===== src/rtl/dbg_state_log_sched.sv =====
// dbg_state_log_sched: round-robin readout scheduler for a bank of state-history loggers
// Picks a flagged logger, freezes it, streams its four history words newest first, then clears it.
// Ports:
//   iClk, iRst_n          clock, asynchronous active-low reset
//   iChange[NUM_LOG]      per-logger sticky change flags
//   iSnap                 logger i at [i*4*BITS +: 4*BITS], word j at [j*BITS +: BITS], word 0 newest
//   iFreeze               blocks new grants while high
//   iReady                sink accepts oData this cycle
//   oEnable[NUM_LOG]      per-logger capture enable, low only for the logger in service
//   oClear_n[NUM_LOG]     per-logger one-cycle active-low clear
//   oData, oTag, oValid   offered history word, logger index, valid
//   oBusy                 service in progress
module dbg_state_log_sched #(
  parameter int NUM_LOG = 4,
  parameter int BITS = 8,
  parameter int TW = (NUM_LOG > 1) ? $clog2(NUM_LOG) : 1
) (
  input  logic                      iClk,
  input  logic                      iRst_n,
  input  logic [NUM_LOG-1:0]        iChange,
  input  logic [NUM_LOG*4*BITS-1:0] iSnap,
  input  logic                      iFreeze,
  input  logic                      iReady,
  output logic [NUM_LOG-1:0]        oEnable,
  output logic [NUM_LOG-1:0]        oClear_n,
  output logic [BITS-1:0]           oData,
  output logic [TW-1:0]             oTag,
  output logic                      oValid,
  output logic                      oBusy
);
  typedef enum logic [1:0] {IDLE, SEND, CLEAR, HOLD} state_t;
  state_t state, state_n;
  logic [TW-1:0] ptr, ptr_n, tag_n, g;
  logic [TW:0] sum;
  logic [1:0] wc, wc_n;
  logic [4*BITS-1:0] snap, snap_n;
  logic [NUM_LOG-1:0] en_n, clr_n;
  logic [BITS-1:0] data_n;
  logic valid_n, busy_n, found;
  // first set flag at or after ptr, wrapping; sum carries one extra bit so the wrap compare never overflows
  always_comb begin
    found = 1'b0;
    g = '0;
    sum = '0;
    for (int k = 0; k < NUM_LOG; k++) begin
      sum = {1'b0, ptr} + (TW+1)'(k);
      sum = (sum >= (TW+1)'(NUM_LOG)) ? sum - (TW+1)'(NUM_LOG) : sum;
      if (!found && iChange[sum[TW-1:0]]) begin
        found = 1'b1;
        g = sum[TW-1:0];
      end
    end
  end
  // every output is computed here one cycle ahead and registered below
  always_comb begin
    state_n = state;
    ptr_n = ptr;
    wc_n = wc;
    snap_n = snap;
    en_n = oEnable;
    clr_n = oClear_n;
    data_n = oData;
    tag_n = oTag;
    valid_n = oValid;
    busy_n = oBusy;
    unique case (state)
      IDLE: if (found && !iFreeze) begin
        state_n = SEND;
        tag_n = g;
        snap_n = iSnap[g*4*BITS +: 4*BITS];
        data_n = iSnap[g*4*BITS +: BITS];
        wc_n = 2'd0;
        en_n[g] = 1'b0;
        valid_n = 1'b1;
        busy_n = 1'b1;
      end
      SEND: if (iReady) begin
        wc_n = wc + 2'd1;
        if (wc == 2'd3) begin
          state_n = CLEAR;
          valid_n = 1'b0;
          clr_n[oTag] = 1'b0;
        end else begin
          data_n = snap[wc_n*BITS +: BITS];
        end
      end
      CLEAR: begin
        state_n = HOLD;
        clr_n = '1;
      end
      HOLD: begin
        state_n = IDLE;
        en_n[oTag] = 1'b1;
        ptr_n = (oTag == TW'(NUM_LOG-1)) ? '0 : oTag + 1'b1;
        busy_n = 1'b0;
      end
      default: state_n = IDLE;
    endcase
  end
  always_ff @(posedge iClk or negedge iRst_n) begin
    if (!iRst_n) begin
      state <= IDLE;
      ptr <= '0;
      wc <= '0;
      snap <= '0;
      oEnable <= '1;
      oClear_n <= '1;
      oData <= '0;
      oTag <= '0;
      oValid <= 1'b0;
      oBusy <= 1'b0;
    end else begin
      state <= state_n;
      ptr <= ptr_n;
      wc <= wc_n;
      snap <= snap_n;
      oEnable <= en_n;
      oClear_n <= clr_n;
      oData <= data_n;
      oTag <= tag_n;
      oValid <= valid_n;
      oBusy <= busy_n;
    end
  end
endmodule

===== config.mk =====
export PLATFORM = sky130hd
export DESIGN_NAME = dbg_state_log_sched
export DESIGN_NICKNAME = d
export VERILOG_FILES = /design/src/rtl/dbg_state_log_sched.sv
export SDC_FILE = /design/constraint.sdc
export NUM_CORES = 1
export LEC_CHECK = 0
export BUFFER_PORTS_ARGS = -buffer_cell sky130_fd_sc_hd__buf_2
export CAP_MARGIN = 30
export CORE_ASPECT_RATIO = 2
export CORE_MARGIN = 3
export CORE_UTILIZATION = 53
export DETAILED_ROUTE_END_ITERATION = 16
export PLACE_DENSITY = 0.92
export SLEW_MARGIN = 20
export SYNTH_ARGS = -nofsm -noshare
export SYNTH_HDL_FRONTEND = slang
export SYNTH_SLANG_ARGS = --single-unit
export TNS_END_PERCENT = 5

===== constraint.sdc =====
create_clock -name iClk -period 3.3 [get_ports iClk]
set_input_delay 0.165 -clock iClk [delete_from_list [all_inputs] [get_ports iClk]]
set_output_delay 0.165 -clock iClk [all_outputs]
set_load 0.02 [all_outputs]

==> metrics.yaml, run 1 <==
status: "finished, final reports clean"
firstDrtPassIters: 4
critPathMaxFanout: 52
synth-edff-count: 0
grt_pass1_wl_um: 17300
vias: 3732
cts_buffers: 9
fill_cells: 605
wl_per_cell_um: 16.2
htreeDepth: 3
track_usage: 0.267
critical_path_buf_inv_count: 1
ctsHoldBuffers: 1
regToRegEndpoint: "snap[6]"
crit_type: "register to register"
crit_cells: 7
drv_cap: 0
min_to: "snap[13]"
hp-start: "iSnap[13]"
yosysUniqueCellTypes: 37
power.total_mw: 4.59
grt_max_degree: 53
ys_seq_elements: 58
place_congestion: 0.844
reg2reg_slack_ns: 1.0
yosysTopAreaCell: "dfrtp_1"
required_ns: 3.54
clockBufferDepth: 2
hold_depth: 3
slew_headroom: 0.468
drc: 0
post-route-period-util: 0.698
worstPathArrival_ns: 2.55
cts.sink_count: 58
dieArea_um2: 8600
rows: 44
p_leak_nw: 2.46
drt_iter0_drc: 234
io_pins: 156
skew_ns: 0.00906
swShare: 0.410
start_util: 0.544
antenna_found_initial: 0
cp_slowest_stage_delay_ns: 0.52
peakVddDrop_uv: 530
tritoncts: "done"
hold_violations: 0
syn_inst: 428
seqCellArea_um2: 1460
synthesis.nets: 573
die_y_um: 128
cts_setup_buffers: 0
fin_crit_ns: 2.30
pwr-share-comb: 0.493
grt_pass1_vias: 3706
power_switching_mw: 1.88
hold_path_class: "primary input to register"
reg2reg_from: "ptr[0]"
grt_setup_unrepaired: "no"
slew_viol_final: 0
placeableCoreArea_um2: 7270
drive_gt1_frac: 0.416
dp_hpwl_um: 8210
synthesis.area_um2: 3960
syn_area_per_cell_um2: 9.24
cts_resized: 0
area_delta_synth_final_pct: 28.4
synthTopCellsByArea: "dfrtp_1 32%, nand2_1 9.0%, o31ai_2 7.6%"
start_kind: "register"
final.setup.tns_ns: 0
critical-path-slowest-cell: "and3_2"
fmax_ghz: 0.434
portBuffers: 155
p_per_area_nw_per_um2: 904
finalSetupViolations: 0
power_frac_clock: 0.218
root_buffer: "clkbuf_16"
wirelength_um: 10800
ys.flop_type: "dfrtp_1"
reg2reg_depth: 7
die_width_um: 67.1
clock_latency_ns: 0.34
seqPwrFrac: 0.290
diodes: 0
synth_top_area_frac: 0.316
viasPerCell: 5.60
ys.warnings.count: 0
clk_pin_slew_ns: 0.05
grt-ovfl-total: 0
yosysSeqAreaShare: 0.370
async_reset_ff_frac: 1.00
crit_family: "simple AND/OR/NAND/NOR gates"
ant_nets: 0
multi_input_area_um2: 2270
intPower_mw: 2.71
worstSetupEndpointType: "register"
worstPathCellList: "nor2_1 -> a221oi_2 -> and3_2 -> buf_12 -> mux2i_1 -> mux2_2 -> o21ai_1"
worst_pin_slew_ns: 0.798
num-nets-final: 714
## kinds of logic after synthesis
group / share of synthesized area
AND/OR/NAND/NOR: 0.205
AO/OA/AOI/OAI: 0.224
flip-flops: 0.370
buffers and inverters: 0.0617
multiplexers: 0.111
adder cells (fa/ha/maj): 0.0285
## final cells by class
cell class	count	share of cell area
Multi-Input combinational cell	320	0.446
Sequential cell	58	0.288
Timing Repair Buffer	163	0.168
Clock buffer	11	0.0478
Tap cell	92	0.0227
Clock inverter	5	0.0153
Inverter	17	0.0126
## synth_stat cells (9+ instances only)
master	instances
nand2_1	95
dfrtp_1	50
and3_1	25
a211oi_1	24
o31ai_2	24
o21ai_0	19
inv_1	17
mux2i_1	17
and2_1	16
clkbuf_1	16
a21oi_1	11
nand3_1	11
and2_0	9
ha_1	9
nor2_1	9
## metrics by stage
step	cell area, um2	util	std cells	hold WS (ns)	setup WS [ns]
floorplan	3960	-	428	-0.131	1.51
CTS	5080	0.699	666	0.193	0.999
global route	5080	0.699	666	0.221	0.809
global placement	4750	0.653	649	0.277	1.14
detailed placement	4750	0.653	649	0.290	1.01
finish	5080	0.699	666	0.196	0.995
## how the worst max path moves through the flow
stage,from,to
6_report,ptr[0],snap[6]
5_1_grt,ptr[0],snap[6]
3_5_place_dp,ptr[0],oData[6]
3_3_place_gp,ptr[0],oData[6]
2_1_floorplan,ptr[0],snap[18]
4_1_cts,ptr[0],snap[6]
## layout by cell type (no fill, tap or decap), types with 6 or more instances in the layout
| cell | n |
|---|---|
| mux2i_1 | 17 |
| and2_1 | 16 |
| a21oi_1 | 11 |
| clkbuf_16 | 9 |
| a211oi_1 | 24 |
| buf_4 | 6 |
| mux4_2 | 8 |
| dfstp_2 | 8 |
| inv_1 | 17 |
| o221ai_2 | 8 |
| mux2_2 | 8 |
| nand3_1 | 10 |
| dfrtp_1 | 50 |
| o21ai_1 | 8 |
| o31ai_2 | 24 |
| and3_1 | 24 |
| nand2_1 | 94 |
| nor2_1 | 8 |
| buf_2 | 155 |
| and2_0 | 9 |
| ha_1 | 9 |
| o21ai_0 | 19 |
## power groups by stage
stage	Sequential, mW	Clock (mW)	Combinational (mW)
global placement	1.32	0	2.16
global route	1.36	1.04	2.49
floorplan	1.34	0	1.66
CTS	1.33	1.00	2.28
finish	1.33	0.999	2.26
detailed placement	1.33	0	2.24
## layer usage
metal / share of wire / GRT usage / up-vias
li1: - / - / 1799
met4: 0.032 / 0.124 / 0
met3: 0.056 / 0.0456 / 22
met2: 0.57 / 0.480 / 144
met1: 0.35 / 0.291 / 1767
met5: 0 / 0 / -
## state kept, by name, summed over array words and instances, names as in the netlist, 2 cells and up
register and count:
oClear_n 4, wc 2, oTag 2, state 2, oData 8, ptr 2
oEnable 4, snap 32
## worst reg2reg max path, cell delays in order (launching register included)
cell      delay (ns)
dfrtp_1         0.42
nor2_1          0.10
a221oi_2        0.28
and3_2          0.52
buf_12          0.28
mux2i_1         0.14
mux2_2          0.30
o21ai_1         0.16
No activity file was read; power rests on OpenSTA's default activity.
==> run 2: changes to the inputs <==
Settings changed: ABC_AREA set to 1, CORE_UTILIZATION 53 to 46, PLACE_DENSITY 0.92 to 0.84.
Clock period 3.3 ns to 2 ns, I/O delays scaled along.
==> run 2 against run 1 <==
The flow now finishes with violations (setup timing). Non-clock buffer count increased by 23. Count of clock-buffer cells in the layout up 2. Global-route usage decreased by 2.8 points. Clock skew fell by 0.0031 ns. Register-to-register slack worse by 1.0 ns. Critical endpoint is now oData[1].
==> metrics.yaml, run 2 <==
htreeDepth: 3
p_leak_nw: 3.46
dp_cells: 960
final.setup.tns_ns: -0.0699
viasPerCell: 5.04
placeableCoreArea_um2: 9010
dieArea_um2: 10500
hp-start: "iSnap[104]"
grt_pass1_wl_um: 19900
tritoncts: "done"
antenna_found_initial: 0
rows: 49
slew_headroom: 0.724
critical-path-slowest-cell: "dfrtp_2"
fin_ws_ns: -0.0195
peakVddDrop_uv: 1270
diodes: 0
place_congestion: 0.933
hold_path_class: "primary input to register"
async_reset_ff_frac: 1.00
portBuffers: 155
top_regs: "snap: 32 flops, oData: 8 flops"
vias: 4947
final_common_cell: "nand2_1"
reg2reg_from: "ptr[0]"
reg2reg_slack_ns: -0.02
synthesis.area_um2: 4240
post-route-period-util: 1.01
wl_per_cell_um: 13.1
ys_seq_elements: 58
synth-edff-count: 0
dp_hpwl_um: 9330
drt_iter0_drc: 238
p_per_area_nw_per_um2: 2160
start_util: 0.470
slew_viol_final: 0
syn_area_per_cell_um2: 5.95
yosysTopAreaCell: "nand2_1"
design_area_um2: 5740
synth_top_area_frac: 0.399
start_kind: "register"
yosysUniqueCellTypes: 26
critPathMaxFanout: 29
io_pins: 156
whs_ns: 0.153
regMostFlops: "snap"
grt_pass1_vias: 4628
syn_inst: 713
synthesis.nets: 858
clk_pin_slew_ns: 0.05
violations: "setup timing"
track_usage: 0.239
finalSetupViolations: 10
worstPathArrival_ns: 2.23
cts.sink_count: 58
ys.flop_type: "dfrtp_1"
worstPathCellList: "buf_6 -> nand2_1 -> nand2_2 -> nand2_1 -> nand2_1 -> nand2_2 -> nand2_1 -> nand2_2 -> nand3_4 -> buf_12 -> nand2_1 -> nand2_1 -> nand2_1 -> nand3_1 -> nand2_1 -> nand2_1"
yosysSeqAreaShare: 0.345
die_width_um: 73.9
cp_common_cell: "nand2_1"
drive_gt1_frac: 0.271
clockBufferDepth: 2
post-synth-top-count-cell: "nand2_1"
hold_violations: 0
firstDrtPassIters: 6
setup.worst_path.start: "ptr[0]"
final_cell_mix: "438 x nand2_1, 155 x buf_2, 49 x dfrtp_1, 40 x nor2_1"
num-nets-final: 1020
status: "finished with violations"
grt_setup_unrepaired: "yes"
ys.warnings.count: 0
cp_slowest_stage_delay_ns: 0.45
root_buffer: "clkbuf_16"
largest_reg_flops: 32
cts_buffers: 9
finalNonFillerCells: 981
grt-ovfl-total: 0
synthTopCellsByArea: "nand2_1 40%, dfrtp_1 30%, dfstp_2 5.0%"
drv_cap: 0
required_ns: 2.21
crit_type: "register to register"
fin_crit_ns: 2.02
area_delta_synth_final_pct: 35.3
fill_cells: 797
worstSetupEndpointType: "register"
synthTopCellsByCount: "451 x nand2_1, 50 x dfrtp_1, 41 x nor2_1"
die_y_um: 142
power.total_mw: 12.4
ant_nets: 0
drc: 0
clock_latency_ns: 0.33
skew_ns: 0.00594
place_area_um2: 5200
worst_pin_slew_ns: 0.413
grt_max_degree: 40
wirelength_um: 12900
fmax_ghz: 0.495
==> run 2: layout make-up <==
| class | count | area, um2 | area share |
|---|---|---|---|
| clock buffers | 13 | 270 | 0.0471 |
| clock inverters | 2 | 35.0 | 0.00611 |
| inverters | 32 | 133 | 0.0231 |
| multi-input cells | 588 | 2530 | 0.442 |
| flip-flops and latches | 58 | 1460 | 0.255 |
| well taps | 102 | 128 | 0.0223 |
| repair buffers | 186 | 1170 | 0.205 |
==> run 2: what timing repair did <==
action | CTS | global route
buffers inserted | 0 | 1
hold buffers | 1 | 0
endpoints found under the hold margin | 11 | 0
cloned | 1 | 3
gates resized for setup | 17 | 17
pin swaps | 2 | 3
setup endpoints to repair | 40 | 51
==> run 2: logic make-up (layout without fill, tap and decap cells) <==
logic type / after synthesis / count (layout) / synth area share
AND/OR/NAND/NOR: 533 / 533 / 0.494
AO/OA/AOI/OAI: 46 / 46 / 0.0587
buffers and inverters: 67 / 233 / 0.0762
adder cells (fa/ha/maj): 9 / 9 / 0.0266
flip-flops: 58 / 58 / 0.345
==> run 2: stage by stage <==
| stage | worst slack [ns] | util |
|---|---|---|
| 2_1_floorplan | 0.201 | - |
| 3_3_place_gp | 0.00120 | 0.578 |
| 3_5_place_dp | -0.0456 | 0.578 |
| 4_1_cts | 0.00784 | 0.622 |
| 5_1_grt | -0.224 | 0.636 |
| 6_report | -0.0195 | 0.636 |
==> run 2: final timing paths <==
kind,cells after the start,endpoint
max,16,oData[1]
min,7,snap[8]
max reg2reg,16,oData[1]
min reg2reg,2,oClear_n[3]
max in group asynchronous,3,oEnable[1]
min in group asynchronous,2,oData[6]
==> run 2: per-layer routing <==
layer,share of wire,up-vias,track usage
li1,-,2516,-
met3,0.045,36,0.0206
met4,0.033,0,0.113
met2,0.56,170,0.442
met1,0.36,2225,0.261
met5,0,-,0
==> run 2: where the power goes <==
part | switching, mW | total, mW | internal [mW]
Combinational | 5.32 | 8.69 | 3.37
Clock | 0.502 | 1.56 | 1.05
Sequential | 0.361 | 2.15 | 1.78
Total | 6.18 | 12.4 | 6.21
==> run 2: critical path: cells and delay by family, from the launching register on <==
family	cells	cell delay (ns)
AND/OR/NAND/NOR	14	1.09
flip-flops	1	0.45
buffers and inverters	2	0.36
